$ cat config.mk
export PLATFORM = sky130hd
export DESIGN_NAME = imul_unit
export DESIGN_NICKNAME = d
export VERILOG_FILES = /design/src/rtl/imul_pkg.sv /design/src/rtl/imul_unit.sv
export SDC_FILE = /design/constraint.sdc
export NUM_CORES = 1
export LEC_CHECK = 0
export ABC_AREA = 1
export ABC_CLOCK_PERIOD_IN_PS = 4900
export BUFFER_PORTS_ARGS = -buffer_cell sky130_fd_sc_hd__buf_2
export CAP_MARGIN = 20
export CORE_MARGIN = 3
export CORE_UTILIZATION = 31
export DETAILED_ROUTE_END_ITERATION = 16
export SYNTH_ARGS = -nofsm -noshare
export SYNTH_HDL_FRONTEND = slang
export SYNTH_SLANG_ARGS = --single-unit
$ cat constraint.sdc
create_clock -name clk -period 4.9 [get_ports clk]
set_input_delay 0.49 -clock clk [delete_from_list [all_inputs] [get_ports clk]]
set_output_delay 0.49 -clock clk [all_outputs]
set_load 0.02 [all_outputs]
$ cat src/rtl/imul_pkg.sv
// Shared types for the iterative integer multiplier.
package imul_pkg;

    typedef enum logic [1:0] {
        OP_MUL   = 2'b00,
        OP_UMULH = 2'b01,
        OP_SMULH = 2'b10,
        OP_UNDEF = 2'b11
    } op_e;

    typedef enum logic [1:0] {
        S_IDLE = 2'b00,
        S_BUSY = 2'b01,
        S_DONE = 2'b10
    } state_e;

endpackage

$ cat src/rtl/imul_unit.sv
// Radix-2 shift-add multiplier with a valid/ready request and result handshake.
//
// state  | meaning
// S_IDLE | waiting for a request, in_ready high
// S_BUSY | one shift-add iteration per cycle, N cycles
// S_DONE | result held, out_valid high until out_ready
module imul_unit
    import imul_pkg::*;
#(
    parameter int N = 64
) (
    input  logic         clk,
    input  logic         reset,
    input  logic         in_valid,
    output logic         in_ready,
    input  logic [N-1:0] a,
    input  logic [N-1:0] b,
    input  logic [1:0]   op,
    output logic         out_valid,
    input  logic         out_ready,
    output logic [N-1:0] result,
    output logic         zero
);

    localparam int CW = $clog2(N + 1);

    state_e          state_q, state_d;
    logic [CW-1:0]   cnt_q, cnt_d;
    logic [2*N-1:0]  prod_q, prod_d;
    logic [N-1:0]    mcand_q, mcand_d;
    op_e             op_q, op_d;
    logic            neg_q, neg_d;
    logic [N-1:0]    result_q, result_d;
    logic            zero_q, zero_d;

    // Iteration datapath: prod holds {accumulator, remaining multiplier bits}.
    logic [N-1:0]    addend;
    logic [N:0]      sum;
    logic [2*N-1:0]  step;
    logic [2*N-1:0]  fin;
    logic [N-1:0]    res_sel;
    logic [N-1:0]    a_mag, b_mag;
    logic            is_smulh;

    assign in_ready  = (state_q == S_IDLE);
    assign out_valid = (state_q == S_DONE);
    assign result    = result_q;
    assign zero      = zero_q;

    // Next-state, operand capture and shift-add iteration.
    always_comb begin
        state_d  = state_q;
        cnt_d    = cnt_q;
        prod_d   = prod_q;
        mcand_d  = mcand_q;
        op_d     = op_q;
        neg_d    = neg_q;
        result_d = result_q;
        zero_d   = zero_q;

        addend   = prod_q[0] ? mcand_q : '0;
        sum      = {1'b0, prod_q[2*N-1:N]} + {1'b0, addend};
        step     = {sum, prod_q[N-1:1]};
        // Sign fix-up happens once on the full 2N-bit product, so the
        // magnitude of the most negative operand never overflows.
        fin      = neg_q ? ('0 - step) : step;
        res_sel  = (op_q == OP_MUL) ? fin[N-1:0] : fin[2*N-1:N];

        is_smulh = (op_e'(op) == OP_SMULH);
        a_mag    = (is_smulh && a[N-1]) ? ('0 - a) : a;
        b_mag    = (is_smulh && b[N-1]) ? ('0 - b) : b;

        unique case (state_q)
            S_IDLE: begin
                if (in_valid) begin
                    op_d = op_e'(op);
                    if (op_e'(op) == OP_UNDEF) begin
                        state_d  = S_DONE;
                        result_d = '0;
                        zero_d   = 1'b1;
                    end else begin
                        state_d = S_BUSY;
                        cnt_d   = '0;
                        mcand_d = a_mag;
                        prod_d  = {{N{1'b0}}, b_mag};
                        neg_d   = is_smulh && (a[N-1] ^ b[N-1]);
                    end
                end
            end
            S_BUSY: begin
                prod_d = step;
                cnt_d  = cnt_q + CW'(1);
                if (cnt_q == CW'(N - 1)) begin
                    state_d  = S_DONE;
                    prod_d   = fin;
                    result_d = res_sel;
                    zero_d   = (res_sel == '0);
                end
            end
            S_DONE: begin
                if (out_ready) begin
                    state_d = S_IDLE;
                end
            end
            default: state_d = S_IDLE;
        endcase
    end

    // State and datapath registers; reset discards any operation in flight.
    always_ff @(posedge clk) begin
        if (reset) begin
            state_q  <= S_IDLE;
            cnt_q    <= '0;
            prod_q   <= '0;
            mcand_q  <= '0;
            op_q     <= OP_MUL;
            neg_q    <= 1'b0;
            result_q <= '0;
            zero_q   <= 1'b1;
        end else begin
            state_q  <= state_d;
            cnt_q    <= cnt_d;
            prod_q   <= prod_d;
            mcand_q  <= mcand_d;
            op_q     <= op_d;
            neg_q    <= neg_d;
            result_q <= result_d;
            zero_q   <= zero_d;
        end
    end

endmodule

## After elaboration in Yosys (flattened, before gate mapping)

Index checks and enable logic that the tools add are counted.

- Register bits after elaboration: 269
- Latch bits: 0
- Memory bits (writable): 0
- ROM bits: 0
- Input bits: 134
- Output and inout port bits: 67
- Memories: 0

- Add/subtract/negate cells: 5
- Multipliers: 0
- Div/mod/pow operators: 0
- Order comparisons: 0
- Equality and inequality tests: 10
- Shift-type cells: 0
- Muxes and demuxes: 25
- Bitwise logic cells: 2
- Reductions and logical operators: 12

Operator list:

| cell | count |
|---|---|
| $mux W128 | 4 |
| $mux W64 | 7 |
| $pmux W128 S2 | 1 |
| $pmux W64 S2 | 1 |
| $sub A1 B128 Y128 const A | 1 |
| $sub A1 B64 Y64 const A | 2 |
| $add A64 B64 Y65 | 1 |
| $logic_not A64 Y1 | 1 |
| $mux W7 | 2 |
| $pmux W7 S2 | 1 |
| $reduce_and A3 Y1 | 3 |
| $mux W2 | 4 |
| $add A7 B1 Y7 const B | 1 |
| $eq A7 B6 Y1 const B | 1 |
| $eq A2 B2 Y1 const B | 3 |
| $ne A2 B2 Y1 const B | 3 |
| $pmux W2 S3 | 1 |
| $logic_not A2 Y1 | 2 |
| $ne A2 B1 Y1 const B | 2 |
| $reduce_and A4 Y1 | 1 |
| $logic_and A1 B1 Y1 | 3 |
| $mux W1 | 3 |
| $eq A2 B1 Y1 const B | 1 |
| $pmux W1 S2 | 1 |
| 4 further kinds | 4 |

## Longest topological paths before layout

- Depth after elaboration: 8
- Mapped depth: 37
- Gate-level depth less buffers: 35

## Worst setup path before layout

No wires, ideal clock.

- Kind: register to register
- Start: reg prod_q[0]
- End: reg zero_q (netlist: zero)
- Library setup time: 0.115 ns
- Data arrival time: 3.660 ns
- Required time: 4.785 ns
- Path slack: 1.126 ns
- Cell stages (with the launch flop): 36
- Path buffers: 2
- Cell sequence: dfxtp_1 > clkbuf_1 > buf_1 > nand2_1 > inv_1 > ha_1 > inv_1 > fa_1 > inv_1 > nand2_1 > nand2_1 > nand3_1 > nand2_2 > nand2_2 > nand2_2 > nand2_1 > nand2_2 > nand2_2 > nor2_2 > nand3_2 > nand2_2 > nand2_2 > nor2_4 > nand2_2 > nor2_4 > nand2_1 > nand2_1 > nand3_1 > nand2_1 > nor2_1 > nand2_1 > nor2_1 > nand3_1 > nand2_1 > nand2_1 > nand2_1

- Word-level cells in the longest chain between the ends: 8

RTL lines:

| what | RTL line | source |
|---|---|---|
| start: declaration | imul_unit.sv:29 | `logic [2*N-1:0] prod_q, prod_d;` |
| start signal: assignment | imul_unit.sv:123 | `prod_q <= prod_d;` |
| $mux W64 * | imul_unit.sv:61 | `addend = prod_q[0] ? mcand_q : '0;` |
| $add A64 B64 Y65 * | imul_unit.sv:62 | `sum = {1'b0, prod_q[2*N-1:N]} + {1'b0, addend};` |
| $sub A1 B128 Y128 | imul_unit.sv:66 | `fin = neg_q ? ('0 - step) : step;` |
| $mux W128 * | imul_unit.sv:66 |  |
| $mux W64 * | imul_unit.sv:67 | `res_sel = (op_q == OP_MUL) ? fin[N-1:0] : fin[2*N-1:N];` |
| $logic_not A64 Y1 * | imul_unit.sv:97 | `zero_d = (res_sel == '0);` |
| $mux W1 * | imul_unit.sv:93 | `if (cnt_q == CW'(N - 1)) begin` |
| $pmux W1 S2 * | imul_unit.sv:73 | `unique case (state_q)` |
| end signal: assignment | imul_unit.sv:128 | `zero_q <= zero_d;` |
| end: declaration | imul_unit.sv:34 | `logic zero_q, zero_d;` |

Every way passes the cells marked *; elsewhere a longest branch is shown, timed or not. The select of a mux whose other input is x is not followed.
A chain may end at the register's enable or synchronous reset.

## Worst setup path in the final report

Same ends and word-level chain as after synthesis.

==> metrics.md <==
| Metric | Value |
|---|---|
| Fin nets | between 5,000 and 6,000 |
| Die height | approximately 300 µm |
| Finished Cell Area | 30,400 µm² |
| CP Launch Type | flip-flop |
| Hold-fix buffers at CTS | 0 |
| Post-synth top area cell | nand2_1 |
| Total negative slack | 0 ns |
| Leakage | between 15 and 20 nW |
| Slowest cell on crit path | fa_1 |
| Synth Flop Type | dfxtp_1 |
| Unrepaired setup endpoints after global routing | false |
| Setup-failing EPs final | 0 |
| Cells after Synth | 4,926 |
| Crit. End Element | flip-flop |
| VDD IR-drop max | between 0.2 and 0.25 mV |
| Least-Margin Pin Slew | around 0.89 ns |
| CORE AREA | around 86,000 µm² |
| Worst Hold Launch | op[1] |
| I/O Buffers | 200 |
| Pwr Density | 256 nW/µm² |
| Avg Inst Size Synth | between 5 and 6 µm² |
| Status | finished, final reports clean |
| Largest fanout on the critical path | 64 |
| H-tree Lvls | 2 |
| Drt wl/cell | around 19 µm |
| Cell Area, Synth | around 27,000 µm² |
| Worst path arrival time | 5.11 ns |
| EDFF count, synth | 0 |
| Clock sink count | between 200 and 300 |
| Cell variety after synth | 54 |
| Final ANT Viol Nets | 0 |
| Clock transition at the registers of the reported paths | roughly 0.07 ns |
| Hpwl dp | 96.1 mm |
| Clock power frac | approximately a third |
| CTS tree | done |
| Drt total wl | roughly 120 mm |
| Achievable Freq | between 0.2 and 0.25 GHz |
| Tightest Hold Check Type | primary input to flip-flop |
| Sequential element share of the synthesized area | roughly a fifth |
| Largest net degree at the start of global routing | around 140 |
| Pre-CTS WS | ~0.26 ns |
| I/O pins | 201 |
| Skew final | ~0.046 ns |
| Cell at the root of the clock tree | clkbuf_16 |
| Max clock buf depth | 3 |
| Layout cells sized above 1 | a little under a tenth |
| Ranking of synthesized cells by area | nand2_1, dfxtp_1, inv_1 |
| Sw power | 3.13 mW |
| Syn nets | just over 5,000 |
| Crit path max-delay family | simple AND/OR/NAND/NOR gates |
| Worst Reg2Reg Path Length in Cells | 24 |
| Synthesis warning total | 0 |
| Max Cap Viol | 0 |
| Initial antenna violation count | 0 |
| Die footprint | approximately 90,000 µm² |
| Buffers & Inverters on Critical Path | 2 |
| Crit share post-route | a little over nine tenths |
| CP peak stage delay | ~0.67 ns |
| #FFs+latches synth | between 200 and 300 |
| Worst Hold Depth | 3 |
| R2r endpoint | zero$_SDFFE_PP1P_ |
| Number of clock buffers inserted by TritonCTS | 35 |
| Seq pwr share | between 30% and 40% |
| Power Total | 7.77 mW |
| First-pass GRT wire length | ~180 mm |
| Post-Place Cell Area | 29,200 µm² |
| Gpl congestion | 1.02 |
| Fill cells | between 9,000 and 10,000 |
| Via Count | 32,300 |
| Syn-to-layout area delta | 12.9% |
| Crit-path cells | buf_12 > nand2_1 > fa_1 > buf_4 > nand2_1 > nor2_2 > nand2_1 > nor2_1 > nand4_1 > nor3_1 > nand2_1 > nand3_1 > nand3_1 > a21oi_1 > nand3_1 > nor2_1 > nand2_1 > nor2_1 > nand2_1 > nor2_1 > nand3_1 > nand2_1 > nand2_1 > nand2_1 |
| Min-Delay Endpoint | op_q[1]$_SDFFE_PP0P_ |
| Min Tclk post-route | between 4 and 5 ns |
| RR Startpoint | prod_q[0]$_SDFFE_PP0P_ |
| Number of cell rows | about 110 |
| Skew-Pair Late Insertion Delay | ~0.6 ns |
| Max-slew headroom | approximately two fifths |
| Iter 0 DRT Violations | approximately 3,200 |
| Worst hold slack | 0.246 ns |
| Switch share | roughly two fifths |
| Drt via density | between 5 and 6 |
| Ant diodes | 0 |
| Initial Util | between 30% and 40% |
| PnR worst setup slack | roughly 0.30 ns |
| Most numerous cell on the critical path | nand2_1 |
| Vias in the first global route | around 30,000 |
| Max Slew Vio Count | 0 |
| Die width | between 300 and 400 µm |
| Drt first pass iters | 8 |
| Hold Violations, Final | 0 |
| GRT Total Usage | roughly a quarter |
| DRC | 0 |
| Crit Path Category | flip-flop to flip-flop |
| GRT Residual Overflow | 0 |
| Async set-reset flop share out of synthesis | 0% |
| Reg2Reg Setup Slack | 0.30 ns |
| Top-area cell type share of the netlist area | 22.6% |
| Combinational power share | 33.6% |
| Required time worst endpoint | 5.41 ns |
| Cell internal pwr | between 4 and 5 mW |
==> worst register-to-register path: cells and delay by family (launching register included) <==
family                   cells  cell delay [ns]
AND/OR/NAND/NOR             20             2.85
AO/OA/AOI/OAI                1             0.24
adder cells (fa/ha/maj)      1             0.67
buffers and inverters        2             0.44
flip-flops                   1             0.35
==> through the flow <==
stage / util, % / cells
6_report: 35.5 / 6223
5_1_grt: 35.5 / 6223
4_1_cts: 35.5 / 6222
3_5_place_dp: 34.1 / 6160
3_3_place_gp: 34.1 / 6160
2_1_floorplan: - / 4926
==> cell type report <==
| type | count | area [µm²] | share of cell area (%) |
|---|---|---|---|
| timing repair buffer | 251 | 1440 | 4.74 |
| sequential | 269 | 5390 | 17.7 |
| inverter | 746 | 2800 | 9.21 |
| clock buffer | 50 | 1050 | 3.46 |
| tap | 1144 | 1430 | 4.71 |
| multi-input combinational | 3751 | 18200 | 59.8 |
| clock inverter | 12 | 115 | 0.379 |
==> timing repair <==
item	CTS	global route
gates resized for setup	0	4
buffers inserted	0	1
endpoints found under the setup margin	0	1
==> routing by layer <==
| metal | vias to the layer above | GRT usage, % | wire (µm) |
|---|---|---|---|
| met3 | 234 | 3.61 | 8920 |
| met5 | - | 0 | 0 |
| met2 | 1332 | 42.2 | 54800 |
| li1 | 16000 | - | - |
| met1 | 14700 | 32.3 | 49000 |
| met4 | 0 | 12.4 | 6470 |
==> cell families after synthesis <==
kind of cell / count (synthesis) / synth area share, %
fa+ha+maj: 69 / 3.23
compound gates: 633 / 13.9
xor+xnor: 140 / 4.55
flops: 269 / 20.0
simple gates: 2909 / 45.6
buf+inv: 906 / 12.7
==> layout by cell type (no fill, tap or decap), drive strengths merged, types with 3 or more instances in the layout <==
master and instances:
a211oi 3, a21oi 256, a221oi 38, a22oi 11, a31oi 54, and2 4, and3 4, buf 251
clkbuf 50, clkinv 11, clkinvlp 3, dfxtp 269, ha 68, inv 743, nand2 1667, nand3 423
nand3b 16, nand4 57, nor2 617, nor3 63, nor4 28, o211ai 23, o21a 10, o21ai 154
o21bai 9, o221ai 27, o22ai 27, o31ai 13, or2 28, xnor2 31, xor2 109
==> flip-flops by register name, indices dropped and copies added (netlist names) <==
| name | count |
|---|---|
| prod_q | 128 |
| mcand_q | 64 |
| result | 64 |
| cnt_q | 7 |
| op_q | 2 |
| state_q | 2 |
| neg_q | 1 |
| zero | 1 |
==> how the worst max path moves through the flow <==
stage | start | to | slack, ns | depth (start not counted)
after floorplan | prod_q[0]$_SDFFE_PP0P_ | zero$_SDFFE_PP1P_ | 1.13 | 35
after global placement | prod_q[0]$_SDFFE_PP0P_ | zero$_SDFFE_PP1P_ | 0.23 | 27
after detailed placement | prod_q[0]$_SDFFE_PP0P_ | zero$_SDFFE_PP1P_ | 0.26 | 28
after CTS | prod_q[0]$_SDFFE_PP0P_ | zero$_SDFFE_PP1P_ | 0.25 | 28
after global routing | prod_q[0]$_SDFFE_PP0P_ | zero$_SDFFE_PP1P_ | 0.002 | 31
final | prod_q[0]$_SDFFE_PP0P_ | zero$_SDFFE_PP1P_ | 0.30 | 24
==> cell usage after synthesis (all sizes together), types with 9 or more instances <==
cell type / number
xnor2: 31
clkbuf: 131
nor3: 63
a31oi: 54
nand3: 423
o21ai: 154
nand4: 57
o31ai: 13
buf: 29
ha: 68
nand2: 1667
o221ai: 27
a221oi: 38
nor2: 617
o21bai: 9
a22oi: 11
o21a: 10
nand3b: 16
xor2: 109
nor4: 28
or2: 28
inv: 742
dfxtp: 269
o211ai: 23
a21oi: 256
o22ai: 27
==> power by group through the flow <==
stage	logic (mW)	clock network, mW	registers (mW)
floorplan	1.70	0	2.47
global placement	2.54	0	2.52
detailed placement	2.54	0	2.52
CTS	2.55	2.73	2.48
global route	2.86	2.80	2.49
finish	2.61	2.68	2.48
No activity file was read; power rests on OpenSTA's default activity.
